==> src/rtl/axis_pkg.sv <==
// Shared AXI-stream helpers: packed word sizing and tlast placement for the FIFO controller.
package axis_pkg;

  typedef struct packed {
    logic [7:0] data_w;
    logic [7:0] user_w;
  } axis_cfg_t;

  // Packed word = tdata + tuser + tlast (tlast on top).
  function automatic int unsigned axis_word_width(axis_cfg_t cfg);
    return 32'(cfg.data_w) + 32'(cfg.user_w) + 32'd1;
  endfunction

  function automatic int unsigned axis_fifo_tlast_bit(int unsigned w);
    return w - 32'd1;
  endfunction

endpackage

==> src/rtl/axis_fifo_ctrl_obuf.sv <==
// Two-entry output prefetch FIFO that hides the one-cycle RAM read latency.
module axis_fifo_ctrl_obuf #(
  parameter int unsigned W = 9
) (
  input  logic         clk,
  input  logic         reset,
  input  logic         push_i,
  input  logic [W-1:0] push_data_i,
  input  logic         pop_i,
  output logic         valid_o,
  output logic [W-1:0] data_o,
  output logic [1:0]   cnt_o
);

  logic [W-1:0] mem_q [2];
  logic [W-1:0] mem_d [2];
  logic         head_q, head_d;
  logic [1:0]   cnt_q, cnt_d;
  logic         wr_idx;

  assign wr_idx  = head_q ^ cnt_q[0];
  assign valid_o = (cnt_q != 2'd0);
  assign data_o  = mem_q[head_q];
  assign cnt_o   = cnt_q;

  always_comb begin
    mem_d  = mem_q;
    head_d = head_q;
    cnt_d  = cnt_q;
    if (push_i) mem_d[wr_idx] = push_data_i;
    if (pop_i) head_d = ~head_q;
    case ({push_i, pop_i})
      2'b10:   cnt_d = cnt_q + 2'd1;
      2'b01:   cnt_d = cnt_q - 2'd1;
      default: cnt_d = cnt_q;
    endcase
  end

  always_ff @(posedge clk) begin
    if (reset) begin
      head_q <= 1'b0;
      cnt_q  <= 2'd0;
    end else begin
      head_q <= head_d;
      cnt_q  <= cnt_d;
    end
  end

  always_ff @(posedge clk) begin
    mem_q <= mem_d;
  end

endmodule

==> src/rtl/axis_fifo_ctrl.sv <==
// AXI-stream FIFO controller sequencing an external 1W/1R RAM with a 2-entry output prefetch.
// Define AXIS_FIFO_CTRL_PACKET_MODE_EN for store-and-forward (adds pkt_oversize).
module axis_fifo_ctrl
  import axis_pkg::*;
#(
  parameter  int unsigned W  = 9,
  parameter  int unsigned D  = 16,
  localparam int unsigned AW = $clog2(D)
) (
  input  logic          clk,
  input  logic          reset,
  input  logic          in_tvalid,
  output logic          in_tready,
  input  logic [W-1:0]  wr_data,
  output logic          out_tvalid,
  input  logic          out_tready,
  output logic [W-1:0]  rd_data,
  output logic          ram_wr_en,
  output logic [AW-1:0] ram_wr_addr,
  output logic [W-1:0]  ram_wr_data,
  output logic          ram_rd_en,
  output logic [AW-1:0] ram_rd_addr,
  input  logic [W-1:0]  ram_rd_q,
  output logic [AW:0]   count,
  output logic          full,
`ifdef AXIS_FIFO_CTRL_PACKET_MODE_EN
  output logic          pkt_oversize,
`endif
  output logic          empty
);

  localparam logic [AW:0]   FullCnt = D[AW:0];
  localparam logic [AW:0]   CntOne  = {{AW{1'b0}}, 1'b1};
  localparam logic [AW-1:0] PtrOne  = {{(AW-1){1'b0}}, 1'b1};

  logic [AW-1:0] wr_ptr_q, wr_ptr_d, rd_ptr_q, rd_ptr_d;
  logic [AW:0]   ram_cnt_q, ram_cnt_d, count_q, count_d;
  logic          inflight_q, inflight_d;
  logic [1:0]    obuf_cnt;
  logic          wr_fire, rd_fire, pop, pkt_gate;

  assign full        = (count_q == FullCnt);
  assign empty       = (count_q == '0);
  assign count       = count_q;
  assign in_tready   = ~reset & ~full;
  assign wr_fire     = in_tvalid & in_tready;
  assign pop         = out_tvalid & out_tready;
  assign ram_wr_en   = wr_fire;
  assign ram_wr_addr = wr_ptr_q;
  assign ram_wr_data = wr_data;

  // A same-cycle pop frees a buffer slot, which keeps reads streaming at one word per cycle.
  assign rd_fire = ~reset & (ram_cnt_q != '0) & pkt_gate &
                   (({1'b0, obuf_cnt} + {2'b00, inflight_q}) < ({2'b00, pop} + 3'd2));
  assign ram_rd_en   = rd_fire;
  assign ram_rd_addr = rd_ptr_q;

  always_comb begin
    wr_ptr_d   = wr_fire ? wr_ptr_q + PtrOne : wr_ptr_q;
    rd_ptr_d   = rd_fire ? rd_ptr_q + PtrOne : rd_ptr_q;
    inflight_d = rd_fire;
    case ({wr_fire, rd_fire})
      2'b10:   ram_cnt_d = ram_cnt_q + CntOne;
      2'b01:   ram_cnt_d = ram_cnt_q - CntOne;
      default: ram_cnt_d = ram_cnt_q;
    endcase
    case ({wr_fire, pop})
      2'b10:   count_d = count_q + CntOne;
      2'b01:   count_d = count_q - CntOne;
      default: count_d = count_q;
    endcase
  end

  always_ff @(posedge clk) begin
    if (reset) begin
      wr_ptr_q   <= '0;
      rd_ptr_q   <= '0;
      ram_cnt_q  <= '0;
      count_q    <= '0;
      inflight_q <= 1'b0;
    end else begin
      wr_ptr_q   <= wr_ptr_d;
      rd_ptr_q   <= rd_ptr_d;
      ram_cnt_q  <= ram_cnt_d;
      count_q    <= count_d;
      inflight_q <= inflight_d;
    end
  end

  axis_fifo_ctrl_obuf #(
    .W (W)
  ) u_obuf (
    .clk         (clk),
    .reset       (reset),
    .push_i      (inflight_q),
    .push_data_i (ram_rd_q),
    .pop_i       (pop),
    .valid_o     (out_tvalid),
    .data_o      (rd_data),
    .cnt_o       (obuf_cnt)
  );

`ifdef AXIS_FIFO_CTRL_PACKET_MODE_EN
  localparam int unsigned TlastBit = axis_fifo_tlast_bit(W);

  logic [D-1:0] last_q, last_d;
  logic [AW:0]  pkt_cnt_q, pkt_cnt_d;
  logic         oversize_q, oversize_d;
  logic         ram_full;

  // A full RAM with no complete packet must still drain or the writer deadlocks.
  assign ram_full     = (ram_cnt_q == FullCnt);
  assign pkt_gate     = (pkt_cnt_q != '0) | ram_full;
  assign pkt_oversize = oversize_q;

  always_comb begin
    last_d = last_q;
    if (wr_fire) last_d[wr_ptr_q] = wr_data[TlastBit];
    case ({wr_fire & wr_data[TlastBit], rd_fire & last_q[rd_ptr_q]})
      2'b10:   pkt_cnt_d = pkt_cnt_q + CntOne;
      2'b01:   pkt_cnt_d = pkt_cnt_q - CntOne;
      default: pkt_cnt_d = pkt_cnt_q;
    endcase
    oversize_d = rd_fire & (pkt_cnt_q == '0);
  end

  always_ff @(posedge clk) begin
    if (reset) begin
      last_q     <= '0;
      pkt_cnt_q  <= '0;
      oversize_q <= 1'b0;
    end else begin
      last_q     <= last_d;
      pkt_cnt_q  <= pkt_cnt_d;
      oversize_q <= oversize_d;
    end
  end
`else
  assign pkt_gate = 1'b1;
`endif

endmodule

==> config.mk <==
export PLATFORM = sky130hd
export DESIGN_NAME = axis_fifo_ctrl
export DESIGN_NICKNAME = d
export VERILOG_FILES = /design/src/rtl/axis_pkg.sv /design/src/rtl/axis_fifo_ctrl_obuf.sv /design/src/rtl/axis_fifo_ctrl.sv
export SDC_FILE = /design/constraint.sdc
export NUM_CORES = 1
export LEC_CHECK = 0
export BUFFER_PORTS_ARGS = -buffer_cell sky130_fd_sc_hd__buf_2
export CORE_MARGIN = 2
export CORE_UTILIZATION = 40
export DETAILED_ROUTE_END_ITERATION = 8
export PLACE_DENSITY = 0.65
export SLEW_MARGIN = 20
export SYNTH_ARGS = -nofsm -noshare
export SYNTH_HDL_FRONTEND = slang
export SYNTH_HIERARCHICAL = 1
export SYNTH_SLANG_ARGS = --single-unit
==> constraint.sdc <==
create_clock -name clk -period 2.75 [get_ports clk]
set_clock_uncertainty 0.2 [all_clocks]
set_input_delay 0 -clock clk [delete_from_list [all_inputs] [get_ports clk]]
set_output_delay 0 -clock clk [all_outputs]
set_load 0.005 [all_outputs]
Yosys cells after proc, flatten, opt, wreduce, memory -nomap -nowiden
Cells that the tools add are included.
{"block": "word_totals", "inputBits": 22, "word_cells": 57, "ff_bits": 40}
{"block": "classes", "n_eq_ne": 7, "reduce_logical": 7, "magnitude_cmp": 4, "mux": 9, "add_sub_neg": 10, "bitwise_logic": 11}
{"op": "two-way mux 9 bit", "count": 4}
{"op": "one-hot mux 5 bit (2 select lines)", "count": 2}
{"op": "bitwise mux 18 bit", "count": 1}
{"op": "adder 5 x 1 -> 5 bit (second input constant)", "count": 2}
{"op": "subtractor 5 x 1 -> 5 bit (second input constant)", "count": 2}
{"op": "demux 9 bit (select 1 bit)", "count": 1}
{"op": "adder 4 x 1 -> 4 bit (second input constant)", "count": 2}
{"op": "nonzero test 2 bit", "count": 4}
{"op": "equality test 2 x 1 -> 1 bit (second input constant)", "count": 3}
{"op": "equality test 2 bit (second input constant)", "count": 3}
{"op": "AND 1 bit", "count": 5}
{"op": "equality test 5 bit (second input constant)", "count": 1}
{"op": "logical NOT 5 bit", "count": 1}
{"op": "nonzero test 5 bit", "count": 1}
{"op": "greater-or-equal comparator 2 bit (second input constant)", "count": 2}
{"op": "NOT 1 -> 2 bit", "count": 2}
{"op": "one-hot mux 2 bit (2 select lines)", "count": 1}
{"op": "adder 1 x 2 -> 3 bit (second input constant)", "count": 1}
{"op": "adder 2 x 1 -> 3 bit", "count": 1}
{"op": "< comparator 3 bit", "count": 1}
{"op": "NOT 1 bit", "count": 3}
{"op": "adder 2 x 1 -> 2 bit (second input constant)", "count": 1}
{"op": "< comparator 2 x 1 -> 1 bit (second input constant)", "count": 1}
{"op": "subtractor 2 x 1 -> 2 bit (second input constant)", "count": 1}
{"op": "2 further kinds", "count": 2}

Depth between registers and ports, before layout
Gate-level depths: netlist of run 1.
{"block": "depth", "depth_word": 7, "mapped_depth": 11, "depth_no_buf": 11}

Hierarchy
Netlist of run 1, hierarchy kept.
{"mod": "axis_fifo_ctrl", "instances": 1, "area_per_inst_um2": 1216.2, "cells_each": 140}
{"mod": "axis_fifo_ctrl_obuf", "instances": 1, "area_per_inst_um2": 798.3, "cells_each": 45}

Worst setup path after synthesis of run 1
No wires, ideal clock.
{"block": "synth_path", "path_type": "flip-flop to flip-flop", "from": "register u_obuf.cnt_q[0] (netlist: u_obuf/cnt_o[0])", "to": "register ram_cnt_q[4]", "t_arrival_ns": 2.794, "n_path_buf": 0, "setup_slack_ns": -0.365, "required_ns": 2.429, "path_stages_with_launch": 12, "cell_sequence": "dfxtp_1 > ha_1 > ha_1 > o2bb2ai_4 > nor3_1 > ha_1 > inv_1 > fa_1 > nand2b_1 > a21oi_1 > mux2i_1 > mux2_2"}
{"block": "synth_via", "elab_chain_cells": 7, "elab_cells_between_ends": 10, "cone_classes": "2 x add/sub; 1 x order compare; 2 x eq/ne; 1 x mux; 2 x bitwise; 2 x reduce/logical"}
{"item": "from (decl)", "line": "axis_fifo_ctrl_obuf.sv:18", "source": "logic [1:0] cnt_q, cnt_d;"}
{"item": "from (signal assigned)", "line": "axis_fifo_ctrl_obuf.sv:45", "source": "cnt_q <= cnt_d;"}
{"item": "nonzero test 2 bit", "line": "axis_fifo_ctrl_obuf.sv:22", "source": "assign valid_o = (cnt_q != 2'd0);"}
{"item": "AND 1 bit", "line": "axis_fifo_ctrl.sv:47", "source": "assign pop = out_tvalid & out_tready;"}
{"item": "adder 1 x 2 -> 3 bit", "line": "axis_fifo_ctrl.sv:54", "source": "(({1'b0, obuf_cnt} + {2'b00, inflight_q}) < ({2'b00, pop} + 3'd2));"}
{"item": "< comparator 3 bit *", "line": "axis_fifo_ctrl.sv:54"}
{"item": "AND 1 bit *", "line": "axis_fifo_ctrl.sv:53", "source": "assign rd_fire = ~reset & (ram_cnt_q != '0) & pkt_gate &"}
{"item": "net ram_rd_en", "line": "axis_fifo_ctrl.sv:21", "source": "output logic ram_rd_en,"}
{"item": "equality test 2 x 1 -> 1 bit or equality test 2 bit (tied branches)", "line": "axis_fifo_ctrl.sv:62", "source": "case ({wr_fire, rd_fire})"}
{"item": "one-hot mux 5 bit (2 select lines) or nonzero test 2 bit (tied branches)"}
{"item": "to (signal assigned)", "line": "axis_fifo_ctrl.sv:84", "source": "ram_cnt_q <= ram_cnt_d;"}
{"item": "to (decl)", "line": "axis_fifo_ctrl.sv:37", "source": "logic [AW:0] ram_cnt_q, ram_cnt_d, count_q, count_d;"}
The timed path passes the listed nets; every way through them passes the cells marked *.
A chain may end at the register's enable or synchronous reset.

Worst setup path after layout of run 1
{"block": "layout_path", "from": "register ram_cnt_q[0]", "to": "register ram_cnt_q[4]"}
{"block": "layout_via", "elab_chain_cells": 5, "elab_cells_between_ends": 9, "cone_classes": "2 x add/sub; 2 x eq/ne; 1 x mux; 2 x bitwise; 2 x reduce/logical"}
{"item": "nonzero test 5 bit", "line": "axis_fifo_ctrl.sv:53"}
{"item": "AND 1 bit (2 in series)", "line": "axis_fifo_ctrl.sv:53"}
{"item": "equality test 2 x 1 -> 1 bit or equality test 2 bit (tied branches)", "line": "axis_fifo_ctrl.sv:62"}
{"item": "one-hot mux 5 bit (2 select lines) or nonzero test 2 bit (tied branches)"}
Several ways; a longest one is shown, not always the timed one.

==> results of run 1 <==
-- cells by family (layout without fill, tap and decap cells) --
family | Yosys count | after routing | share of synthesized area [%]
fa+ha+maj | 15 | 15 | 10.06
xor+xnor | 11 | 11 | 4.782
flops | 40 | 40 | 48.70
simple gates | 53 | 53 | 13.54
buf+inv | 25 | 105 | 6.459
mux | 13 | 13 | 7.081
compound gates | 28 | 28 | 9.378
-- layout by cell type, fill, tap and decap left out, types with 4 or more instances in the layout --
cell type / Yosys / final
sky130_fd_sc_hd__mux2_2: 10 / 10
sky130_fd_sc_hd__buf_4: 9 / 28
sky130_fd_sc_hd__buf_2: 2 / 40
sky130_fd_sc_hd__dfxtp_1: 22 / 20
sky130_fd_sc_hd__nor2_1: 24 / 24
sky130_fd_sc_hd__xor2_1: 4 / 4
sky130_fd_sc_hd__nand3_1: 5 / 5
sky130_fd_sc_hd__edfxtp_1: 18 / 18
sky130_fd_sc_hd__or4_1: 5 / 5
sky130_fd_sc_hd__dlygate4sd3_1: 0 / 20
sky130_fd_sc_hd__xnor2_1: 7 / 7
sky130_fd_sc_hd__a21oi_1: 14 / 13
sky130_fd_sc_hd__inv_1: 9 / 8
sky130_fd_sc_hd__clkbuf_8: 0 / 5
sky130_fd_sc_hd__ha_1: 13 / 8
-- power breakdown --
group	total (W)	internal, W	switching (W)
combinational	0.00117	0.000632	0.000543
sequential	0.000821	0.000751	0.0000702
clock	0.000482	0.000273	0.000208
total	0.00248	0.00166	0.000821
-- worst max-delay path, cell delays in order (launching register included) --
cell                        delay [ps]
sky130_fd_sc_hd__dfxtp_1           320
sky130_fd_sc_hd__or4_4             540
sky130_fd_sc_hd__o2bb2ai_4         190
sky130_fd_sc_hd__nor3_4             50
sky130_fd_sc_hd__ha_2              200
sky130_fd_sc_hd__buf_4             150
sky130_fd_sc_hd__ha_1              300
sky130_fd_sc_hd__nor2_1             50
sky130_fd_sc_hd__a21oi_2           110
sky130_fd_sc_hd__mux2i_1           210
sky130_fd_sc_hd__mux2_2            340
-- routing by layer --
| metal | track usage (%) | wire (um) |
|---|---|---|
| met3 | 3.882 | 214 |
| met4 | 7.143 | 68 |
| met5 | 0 | 0 |
| met1 | 17.66 | 1730 |
| met2 | 25.05 | 1942 |
-- through the flow --
stage	setup slack, ps	std cells	cell area, um^2	hold slack (ps)
floorplan	-189.4	185	2071	-137.3
global placement	-81.05	302	2454	-200.0
detailed placement	-163.5	302	2454	-200.0
CTS	-39.24	332	2801	62.76
global route	-153.6	332	2808	97.20
finish	-20.36	332	2808	59.22
-- sequential cells by signal, summed over array words and instances, names as in the netlist --
name,cells
u_obuf/mem_q,18
count,5
ram_cnt_q,5
ram_rd_addr,4
ram_wr_addr,4
u_obuf/cnt_o,2
inflight_q,1
u_obuf/head_q,1
-- what timing repair did --
action | 4_1_cts | 5_1_grt
gates resized for setup | 3 | 1
hold buffers | 20 | 0
setup buffers | 2 | 0
setup endpoints to repair | 3 | 2
pin swaps | 6 | 2
hold endpoints to repair | 38 | 0
-- worst max path at each step --
stage,startpoint,end,slack (ps),cells past startpoint
floorplan,u_obuf/cnt_o[0],ram_cnt_q[4],-190,11
global placement,u_obuf/cnt_o[0],ram_cnt_q[4],-80,11
detailed placement,inflight_q,ram_cnt_q[4],-160,11
CTS,inflight_q,ram_cnt_q[4],-40,11
global route,inflight_q,ram_cnt_q[4],-150,11
finish,ram_cnt_q[0],ram_cnt_q[4],-20,10
-- final cells by class --
class / count / area (um^2) / share of cell area, %
clock inverters: 3 / 47.55 / 1.693
repair buffers: 88 / 610.6 / 21.75
flip-flops and latches: 40 / 985.9 / 35.12
clock buffers: 5 / 68.82 / 2.451
multi-input cells: 120 / 977.2 / 34.80
well taps: 67 / 83.83 / 2.986
inverters: 9 / 33.78 / 1.203
==> reports/metrics.json, run 1 <==
{
  "run_status": {
    "status": "finished, violations left",
    "failing_checks": "setup timing"
  },
  "floorplanning": {
    "die-width_um": 74.97,
    "die_h_um": 74.97,
    "die-area_um2": 5620,
    "boundaryPins": 59,
    "floorplan.initialDensity_pct": 42.09,
    "core_area_um2": 4786,
    "placementRows": 25
  },
  "worst_setup_path": {
    "arrival_ps": 2760,
    "worstSetupEndpointType": "register",
    "crit_fanout": 4,
    "path_class": "reg2reg",
    "r2r_start": "ram_cnt_q[0]",
    "critical_path.reg2reg.endpoint": "ram_cnt_q[4]",
    "worst_ep_required_time_ps": 2740,
    "reg2reg_depth": 10,
    "reg2reg_slack_ps": -20,
    "sort_of_element_at_the_start_of_the_critical_path": "register"
  },
  "run": {
    "drv.max_cap_violation_count": 0
  },
  "timing": {
    "max_clock_freq_mhz": 361.0,
    "slew_headroom_pct": 72.53,
    "setup_ws_ps": -20.36,
    "tns_ps": -20.36,
    "tightest_slew_ps": 412.1,
    "hold_viol_final": 0,
    "grt_setup_unrepaired": "true",
    "layout_min_cycle_time_ps": 2770,
    "timing.final.setup_violations": 1,
    "final_count_of_pins_violating_max_slew": 0,
    "fraction_of_the_cycle_the_final_worst_path_needs_pct": 100.7
  },
  "cts": {
    "cts_num_sinks": 40,
    "cts.path.max_buffers": 2,
    "clock_latency_ps": 300,
    "cts.reportedPaths.clkPinSlew_ps": 80,
    "tritoncts": "built",
    "numCtsBuffers": 5,
    "cts.htree.levels": 2,
    "root_buffer_selected_by_cts": "sky130_fd_sc_hd__clkbuf_8"
  },
  "power": {
    "powerDensity_nw_per_um2": 882.2,
    "vdd_drop_max_mv": 0.3815,
    "report.power.total_w": 0.002477,
    "cellLeakagePower_nw": 1.190
  },
  "synth": {
    "avgSynthCellArea_um2": 10.89,
    "synth_edf_count": 18,
    "synth.area.top_cells": "sky130_fd_sc_hd__edfxtp_1 (27%), sky130_fd_sc_hd__dfxtp_1 (22%), sky130_fd_sc_hd__ha_1 (8.1%)",
    "synth.ff_latch_count": 40,
    "synth_area_leader_cell": "sky130_fd_sc_hd__edfxtp_1",
    "postSynth.asyncResetShare_pct": 0,
    "synth_area_um2": 2014,
    "syn_nets": 222,
    "synth_top_cell_area_share_pct": 26.83,
    "synth.yosys.warnings": 6,
    "synth.cells.most_frequent": "sky130_fd_sc_hd__nor2_1 (24), sky130_fd_sc_hd__dfxtp_1 (22), sky130_fd_sc_hd__edfxtp_1 (18), sky130_fd_sc_hd__a21oi_1 (14), sky130_fd_sc_hd__ha_1 (13)",
    "synthesized_instance_count": 185,
    "synth.distinct_cells": 36,
    "synth_ff_type": "sky130_fd_sc_hd__dfxtp_1",
    "yosys.cell_count.top_type": "sky130_fd_sc_hd__nor2_1",
    "synth-seq-area-share_pct": 48.70
  },
  "detailed_routing": {
    "detailedRoute.firstIterationViolations": 23,
    "wirelength_mm": 3.955,
    "drt-vias-per-instance": 4.732,
    "vias": 1571,
    "drt-wirelength-per-cell_um": 11.91,
    "drc": 0,
    "drt_pass_1_iters": 4,
    "ant_nets": 0
  },
  "global_route": {
    "vias_in_the_first_global_route": 1465,
    "wire_length_of_the_first_global_routing_pass_mm": 6.251,
    "grt_antenna_before_repair": 0,
    "pin_count_of_the_biggest_net_entering_global_routing": 17,
    "global_route.usage.total_pct": 14.88,
    "grt_remaining_overflow": 0
  },
  "placement": {
    "hpwlAfterDp_mm": 2.785,
    "numPortBuffers": 40,
    "gp_routability_congestion": 0.7949
  },
  "worst_hold_path": {
    "whs_endpoint": "u_obuf/head_q",
    "hold_start": "out_tready",
    "worst_hold_path.num_cells": 5,
    "timing.hold.worst.class": "in2reg"
  },
  "cells_and_area": {
    "nNetsFinal": 301,
    "antennaDiodeCount": 0,
    "final.fill_count": 412,
    "fin_util_pct": 58.67,
    "area_growth_from_synthesis_to_layout_pct": 39.38,
    "layout-drive-gt1-share_pct": 38.87
  }
}
Note: power is estimated with default switching activity, not from simulation.
==> run 2: changes to the inputs <==
--- a/config.mk
+++ b/config.mk
@@ -6,6 +6,7 @@
 export NUM_CORES = 1
 export LEC_CHECK = 0
 export BUFFER_PORTS_ARGS = -buffer_cell sky130_fd_sc_hd__buf_2
+export CORE_ASPECT_RATIO = 0.5
 export CORE_MARGIN = 2
 export CORE_UTILIZATION = 40
 export DETAILED_ROUTE_END_ITERATION = 8
==> run 2 against run 1 <==
Against the previous run:
- the run still ends with setup timing left
- design area grew 0.22%
- via count about the same
- total power is 1.1% higher
- clock power up 4.6%
- cell count stayed put
- first-iteration DRC count grew 61%
- die area up 0.61%
- combinational power is essentially flat
- critical path depth rose by 1
- setup slack gained 8.5 ps
==> reports/metrics.json, run 2 (synthesis gave the netlist of run 1 again) <==
{
  "run_status": {
    "status": "finished, violations left",
    "failing_checks": "setup timing"
  },
  "floorplanning": {
    "floorplan.initialDensity_pct": 41.22,
    "die-area_um2": 5654,
    "placementRows": 18,
    "die_h_um": 54.18,
    "core_area_um2": 4887,
    "die-width_um": 104.4,
    "boundaryPins": 59
  },
  "power": {
    "vdd_drop_max_mv": 0.3874,
    "cellLeakagePower_nw": 1.181,
    "report.power.total_w": 0.002504,
    "powerDensity_nw_per_um2": 889.8
  },
  "detailed_routing": {
    "drt_pass_1_iters": 4,
    "vias": 1572,
    "ant_nets": 0,
    "drt-wirelength-per-cell_um": 12.53,
    "drt-vias-per-instance": 4.735,
    "detailedRoute.firstIterationViolations": 37,
    "wirelength_mm": 4.160,
    "drc": 0
  },
  "cells_and_area": {
    "antennaDiodeCount": 0,
    "max_flop_register": "u_obuf/mem_q",
    "mostFrequentLayoutCell": "sky130_fd_sc_hd__buf_2",
    "largest_register_ffs": 18,
    "nNetsFinal": 298,
    "fin_util_pct": 57.58,
    "area_growth_from_synthesis_to_layout_pct": 39.69,
    "layout-drive-gt1-share_pct": 39.31,
    "final_cell_mix": "sky130_fd_sc_hd__buf_2 (40), sky130_fd_sc_hd__buf_4 (25), sky130_fd_sc_hd__nor2_1 (24), sky130_fd_sc_hd__dlygate4sd3_1 (20), sky130_fd_sc_hd__dfxtp_1 (19)",
    "final.fill_count": 403
  },
  "cts": {
    "cts.htree.levels": 2,
    "root_buffer_selected_by_cts": "sky130_fd_sc_hd__clkbuf_8",
    "tritoncts": "built",
    "numCtsBuffers": 5,
    "clock_latency_ps": 290,
    "cts.path.max_buffers": 2,
    "cts_num_sinks": 40,
    "cts.reportedPaths.clkPinSlew_ps": 80
  },
  "worst_setup_path": {
    "arrival_ps": 2740,
    "critical-path-slowest-cell": "sky130_fd_sc_hd__mux2_2",
    "sort_of_element_at_the_start_of_the_critical_path": "register",
    "crit_fanout": 2,
    "worst_ep_required_time_ps": 2730,
    "path_class": "reg2reg",
    "reg2reg_slack_ps": -10,
    "cp_cell_sequence": "ha_4 > nand3b_1 > o2bb2ai_4 > nor3_2 > ha_2 > inv_2 > fa_2 > nand2b_4 > a21oi_2 > mux2i_1 > mux2_2",
    "critPathMaxStageDelay_ps": 350,
    "worstSetupEndpointType": "register"
  },
  "timing": {
    "layout_min_cycle_time_ps": 2762,
    "fraction_of_the_cycle_the_final_worst_path_needs_pct": 100.4,
    "timing.final.setup_violations": 1,
    "final_count_of_pins_violating_max_slew": 0,
    "setup_ws_ps": -11.87,
    "max_clock_freq_mhz": 362.1,
    "tightest_slew_ps": 436.6,
    "grt_setup_unrepaired": "true",
    "slew_headroom_pct": 70.89,
    "hold_viol_final": 0
  },
  "global_route": {
    "grt_antenna_before_repair": 0,
    "global_route.usage.total_pct": 15.37,
    "vias_in_the_first_global_route": 1487,
    "wire_length_of_the_first_global_routing_pass_mm": 6.693,
    "pin_count_of_the_biggest_net_entering_global_routing": 19,
    "grt_remaining_overflow": 0
  },
  "worst_hold_path": {
    "timing.hold.worst.class": "in2reg"
  },
  "placement": {
    "hpwlAfterDp_mm": 2.749,
    "gp_routability_congestion": 0.7842,
    "numPortBuffers": 40
  },
  "run": {
    "drv.max_cap_violation_count": 0
  }
}
[run 2: through the flow]
step                      std cells  setup slack (ps)  hold WS, ps  setup TNS [ps]  area, um^2
after detailed placement        303            -140.2       -199.9          -140.2        2442
final                           332            -11.87        57.74          -11.87        2814
after CTS                       332            -29.93        52.31          -39.89        2785
after floorplan                 185            -189.4       -137.3          -189.4        2071
after global routing            332            -126.6        97.67          -206.8        2814
after global placement          303            -66.03       -199.9          -66.03        2442
[run 2: report_power, final]
part / leakage [nW] / internal, W / switching (W)
clock network: 0.0614 / 0.000297 / 0.000207
registers: 0.345 / 0.000752 / 0.0000789
logic: 0.775 / 0.000625 / 0.000543
[run 2: worst max-delay path, delay by kind of cell (launching register included)]
kind            cells  cell delay [ps]
compound gates      2              280
fa+ha+maj           3              770
buf+inv             1               40
flops               1              340
mux                 2              550
simple gates        3              480
[run 2: timing repair]
item,4_1_cts,5_1_grt
resized for setup,2,5
setup buffers,1,0
pin swaps,5,2
hold buffers,20,0
endpoints found under the setup margin,2,3
hold endpoints to repair,37,0
[run 2: area by class of cell]
type                       count  area (um^2)  area share (%)
sequential                    40        987.2           35.08
multi-input combinational    120        996.0           35.39
clock buffer                   6        82.58           2.935
timing repair buffer          85        588.1           20.90
clock inverter                 2        38.79           1.378
tap                           70        87.58           3.112
inverter                       9        33.78           1.201
[run 2: worst paths after layout]
check | startpoint | end | cells after the start
worst max-delay path | inflight_q | ram_cnt_q[4] | 11
worst min-delay path | out_tready | u_obuf/head_q | 5
worst min register to register | ram_rd_addr[3] | ram_rd_addr[3] | 2
worst max register to register | inflight_q | ram_cnt_q[4] | 11
[run 2: layer usage]
| metal | vias to the layer above | global-route usage (%) | share of wire (%) |
|---|---|---|---|
| li1 | 794 | - | - |
| met1 | 725 | 17.63 | 45 |
| met2 | 51 | 28.76 | 48 |
| met3 | 2 | 4.600 | 6.0 |
| met4 | 0 | 4.730 | 0.65 |
| met5 | - | 0 | 0 |
